File: config.mk
export PLATFORM = sky130hd
export DESIGN_NAME = ps2_rx_frame
export DESIGN_NICKNAME = d
export VERILOG_FILES = /design/src/rtl/ps2_pkg.sv /design/src/rtl/ps2_line_filter.sv /design/src/rtl/ps2_rx_frame.sv
export SDC_FILE = /design/constraint.sdc
export NUM_CORES = 1
export LEC_CHECK = 0
export CAP_MARGIN = 20
export CORE_UTILIZATION = 41
export CTS_CLUSTER_SIZE = 10
export DETAILED_ROUTE_END_ITERATION = 10
export PLACE_DENSITY = 0.65
export SYNTH_ARGS = -nofsm -noshare
export SYNTH_HDL_FRONTEND = slang
export SYNTH_HIERARCHICAL = 1
export SYNTH_SLANG_ARGS = --single-unit
File: constraint.sdc
create_clock -name clk -period 3.05 [get_ports clk]
set_input_delay 0.915 -clock clk [delete_from_list [all_inputs] [get_ports clk]]
set_output_delay 0.915 -clock clk [all_outputs]
set_load 0.005 [all_outputs]
File: src/rtl/ps2_pkg.sv
// Shared PS/2 receive types and constants, also used by the scan-code-to-ASCII stage.
`timescale 1ns/1ps
package ps2_pkg;

    typedef enum logic [0:0] {
        IDLE = 1'b0,
        RECV = 1'b1
    } ps2_rx_state_t;

    localparam int unsigned PS2_FRAME_BITS = 11;
    localparam logic        PS2_START      = 1'b0;
    localparam logic        PS2_STOP       = 1'b1;
    localparam logic [7:0]  PS2_BREAK      = 8'hF0;
    localparam logic [7:0]  PS2_EXT        = 8'hE0;

endpackage

File: src/rtl/ps2_line_filter.sv
// Two-flop synchroniser followed by a run-length glitch filter; idles and resets high.
`timescale 1ns/1ps
module ps2_line_filter #(
    parameter int unsigned FILTER_LEN = 8
) (
    input  logic clk,
    input  logic rst_n,
    input  logic din,
    output logic dout
);

    localparam int unsigned CW = $clog2(FILTER_LEN + 1);

    logic          sync1_q;
    logic          sync2_q;
    logic [CW-1:0] cnt_q;

    // The output flips only once the synced line has disagreed with it for FILTER_LEN full cycles.
    always_ff @(posedge clk or negedge rst_n) begin
        if (!rst_n) begin
            sync1_q <= 1'b1;
            sync2_q <= 1'b1;
            cnt_q   <= '0;
            dout    <= 1'b1;
        end else begin
            sync1_q <= din;
            sync2_q <= sync1_q;
            if (sync2_q == dout) begin
                cnt_q <= '0;
            end else if (cnt_q == CW'(FILTER_LEN)) begin
                dout  <= sync2_q;
                cnt_q <= '0;
            end else begin
                cnt_q <= cnt_q + CW'(1);
            end
        end
    end

endmodule

File: src/rtl/ps2_rx_frame.sv
// PS/2 device-to-host frame receiver: filtered edge detect, 11-bit deserialiser, parity/stop
// check and inter-bit timeout; emits one scan-code byte per valid frame.
`timescale 1ns/1ps
module ps2_rx_frame
    import ps2_pkg::*;
#(
    parameter int unsigned CLK_FREQ   = 50_000_000,
    parameter int unsigned FILTER_LEN = 8,
    parameter int unsigned TIMEOUT_US = 200
) (
    input  logic       clk,
    input  logic       rst_n,
    input  logic       ps2_clk,
    input  logic       ps2_data,
    output logic       ps2_code_new,
    output logic [7:0] ps2_code,
    output logic       ps2_err,
    output logic       ps2_busy
);

    localparam int unsigned TIMEOUT_CYC = CLK_FREQ / 1_000_000 * TIMEOUT_US;
    localparam int unsigned TW          = $clog2(TIMEOUT_CYC + 1);
    localparam logic [3:0]  LAST_BIT    = 4'(PS2_FRAME_BITS - 2);

    logic          filt_clk;
    logic          filt_data;
    logic          filt_clk_q;
    logic          strobe;
    ps2_rx_state_t state_q;
    logic [8:0]    shreg_q;
    logic [3:0]    bitcnt_q;
    logic [TW-1:0] timer_q;

    ps2_line_filter #(.FILTER_LEN(FILTER_LEN)) u_clk_filter (
        .clk  (clk),
        .rst_n(rst_n),
        .din  (ps2_clk),
        .dout (filt_clk)
    );

    ps2_line_filter #(.FILTER_LEN(FILTER_LEN)) u_data_filter (
        .clk  (clk),
        .rst_n(rst_n),
        .din  (ps2_data),
        .dout (filt_data)
    );

    assign strobe   = filt_clk_q & ~filt_clk;
    assign ps2_busy = (state_q == RECV);

    always_ff @(posedge clk or negedge rst_n) begin
        if (!rst_n) begin
            state_q      <= IDLE;
            filt_clk_q   <= 1'b1;
            shreg_q      <= '0;
            bitcnt_q     <= '0;
            timer_q      <= '0;
            ps2_code_new <= 1'b0;
            ps2_code     <= 8'h00;
            ps2_err      <= 1'b0;
        end else begin
            filt_clk_q   <= filt_clk;
            ps2_code_new <= 1'b0;
            ps2_err      <= 1'b0;
            unique case (state_q)
                IDLE: begin
                    timer_q <= '0;
                    if (strobe && filt_data == PS2_START) begin
                        state_q  <= RECV;
                        bitcnt_q <= '0;
                    end
                end
                RECV: begin
                    if (strobe) begin
                        timer_q <= '0;
                        if (bitcnt_q == LAST_BIT) begin
                            // shreg_q holds d0..d7 in [7:0] and parity in [8]
                            state_q  <= IDLE;
                            bitcnt_q <= '0;
                            if ((^shreg_q) && filt_data == PS2_STOP) begin
                                ps2_code     <= shreg_q[7:0];
                                ps2_code_new <= 1'b1;
                            end else begin
                                ps2_err <= 1'b1;
                            end
                        end else begin
                            shreg_q  <= {filt_data, shreg_q[8:1]};
                            bitcnt_q <= bitcnt_q + 4'd1;
                        end
                    end else if (timer_q == TW'(TIMEOUT_CYC)) begin
                        ps2_err  <= 1'b1;
                        state_q  <= IDLE;
                        bitcnt_q <= '0;
                    end else begin
                        timer_q <= timer_q + TW'(1);
                    end
                end
                default: state_q <= IDLE;
            endcase
        end
    end

endmodule

==> qor.yml <==
cts:
  clk-insertion-delay-late_ns: 0.30
  hold_buffers: 0
  clk_pin_slew_worst_paths_ns: 0.09
  cts_tree: "built"
  cts_sinks: 53
  clockRootBuffer: "clkbuf_8"
  post-cts-setup-buffers: 0
  cts_resized: 0
  htreeDepth: 2
  cts_made_buffers: 5
  cts_buffer_depth: 2
synth:
  yosysSeqAreaShare_pct: 54.1
  async_flop_share_pct: 100
  ys_warn_count: 6
  syn_inst: 228
  syn-num-nets: 240
  synth.distinct_cells: 39
  synth_top_area_share_pct: 46.7
  ys.flop_type: "dfrtp_1"
  synthesis.area_um2: 2470
  yosys-top-cells-area: "dfrtp_1, dfstp_2, nand2_1, ha_1, mux2_2"
  synth_edf_count: 0
  synth_top_area_cell: "dfrtp_1"
  syn_avg_cell_area_um2: 10.8
  ys_ff_latch: 53
routing:
  post-route-drc-count: 0
  drt-pass1-iter-count: 4
  drt_iter0_drc: 46
  vias: 1639
  wl_per_cell_um: 12.2
  antenna_left: 0
  viasPerCell: 5.11
  wl_mm: 3.93
sta:
  report.final.slew_viol_count: 0
  fin_skew_ns: 0.00535
  hold_viol_final: 0
  slew_headroom_pct: 55.4
  fin_setup_tns_ns: 0
  finalCritPeriodShare_pct: 71.0
  fin_crit_ns: 2.17
  worst_pin_slew_ns: 0.663
  setup_viol: 0
  max_freq_mhz: 461
  rsz0062_at_grt: "no"
floorplanning:
  die_h_um: 79.6
  rows: 27
  die_x_um: 79.6
  die_area_um2: 6330
  io_pins: 15
  core-area_um2: 5640
  start_util_pct: 43.7
worst_setup_path:
  cp_cell_sequence: "clkdlybuf4s50_1"
  crit_end: "ps2_busy"
  cp_top_family: "buffers and inverters"
  cp-startpoint: "ps2_busy"
  worst-path-stages: 1
  end_kind: "output port"
  rrSetupSlack_ns: 1.15
  slowest_stage: "clkdlybuf4s50_1"
  crit_path_max_fanout: 5
  r2r_cells: 6
  path_class: "reg2out"
  start_kind: "flip-flop"
  reg2reg_from: "timer_q[0]"
  slowest_delay_ns: 0.53
  crit_arrival_ns: 1.25
  worstReg2RegEnd: "bitcnt_q[1]"
  critPathRequiredTime_ns: 2.13
  cp_num_buf_inv: 1
outcome:
  status: "completed"
job:
  maxCapViolations: 0
cells_and_area:
  syn_to_final_growth_pct: 13.4
  final_common_cell: "dfrtp_1"
  layout_common_cells: "dfrtp_1, nand2_1, a21oi_1"
  final_core_util_pct: 49.6
  drive_above_1_share_pct: 12.0
  fin_nets: 260
  antenna_cells: 0
  fill_cells: 494
global_route:
  grt_pass1_wl_mm: 7.24
  grt.overflow.total: 0
  antenna_found_initial: 0
  grt_max_degree: 54
  grt_pass1_vias: 1565
  grt_usage_pct: 14.7
power:
  leakage_nw: 1.28
  vdd.ir_drop.worst_uv: 265
  pwr_density_cell_nw_per_um2: 512
worst_hold_path:
  hold_class: "reg2reg"
placement:
  io_buffers: 14
  place.gp.congestion: 0.749
  dp_hpwl_mm: 2.66
==> cells by family after synthesis <==
kind of cell / count (synthesis) / share of synthesized area (%)
flip-flops: 53 / 54.1
buffers and inverters: 15 / 2.28
AO/OA/AOI/OAI: 25 / 5.78
AND/OR/NAND/NOR: 97 / 19.9
adder cells (fa/ha/maj): 8 / 4.06
multiplexers: 15 / 6.80
XOR/XNOR: 15 / 7.05
==> per-layer routing <==
metal	global-route usage, %	up-vias	wire, um	share of wire (%)
li1	-	825	-	-
met1	20.2	786	1960	50
met2	22.5	23	1800	46
met3	3.43	5	120	3.1
met4	5.45	0	51	1.3
met5	0	-	0	0
==> registers in the layout, indices dropped and copies added (netlist names) <==
| name | cells |
|---|---|
| timer_q | 14 |
| shreg_q | 9 |
| ps2_code | 8 |
| bitcnt_q | 4 |
| u_clk_filter/cnt_q | 4 |
| u_data_filter/cnt_q | 4 |
| filt_clk_q | 1 |
| ps2_busy | 1 |
| ps2_code_new | 1 |
| ps2_err | 1 |
| u_clk_filter/dout | 1 |
| u_clk_filter/sync1_q | 1 |
| u_clk_filter/sync2_q | 1 |
| u_data_filter/dout | 1 |
| u_data_filter/sync1_q | 1 |
| u_data_filter/sync2_q | 1 |
==> where the power goes <==
| part | total [mW] | switching [mW] | internal (mW) |
|---|---|---|---|
| Combinational | 0.208 | 0.124 | 0.0839 |
| Clock | 0.426 | 0.221 | 0.206 |
| Sequential | 0.800 | 0.0496 | 0.750 |
| Total | 1.43 | 0.394 | 1.04 |
==> layout make-up <==
class	count	area (um^2)	area share, %
flip-flops and latches	53	1340	47.7
multi-input cells	160	1080	38.5
repair buffers	16	150	5.37
clock buffers	7	96.3	3.44
well taps	72	90.1	3.22
inverters	12	45.0	1.61
clock inverters	1	5.00	0.179
==> synth_stat cells, types with 5 or more instances <==
| cell type | n |
|---|---|
| nand4_1 | 6 |
| dfrtp_1 | 46 |
| ha_1 | 8 |
| nand3_1 | 5 |
| xor2_1 | 7 |
| xnor2_1 | 5 |
| nor2_1 | 11 |
| mux2_2 | 8 |
| a21oi_1 | 14 |
| dfstp_2 | 7 |
| nand2_1 | 44 |
| inv_1 | 12 |
==> worst min path at each step <==
stage	from	endpoint	cells past startpoint
floorplan	u_clk_filter/sync1_q	u_clk_filter/sync2_q	0
detailed placement	u_clk_filter/sync1_q	u_clk_filter/sync2_q	0
CTS	u_data_filter/sync1_q	u_data_filter/sync2_q	0
global placement	u_data_filter/sync1_q	u_data_filter/sync2_q	0
global route	u_data_filter/sync1_q	u_data_filter/sync2_q	0
finish	u_data_filter/sync1_q	u_data_filter/sync2_q	0
==> through the flow <==
stage          worst slack (ns)  instances  cell area [um^2]  hold slack, ns  power, mW
2_1_floorplan              1.32        228              2470           0.345      0.948
3_3_place_gp               1.19        313              2700           0.346       1.02
3_5_place_dp               1.15        313              2700           0.347       1.02
4_1_cts                   0.853        321              2800           0.358       1.46
5_1_grt                   0.805        321              2800           0.363       1.52
6_report                  0.883        321              2800           0.355       1.43
Power figures use the tool's default switching activity.
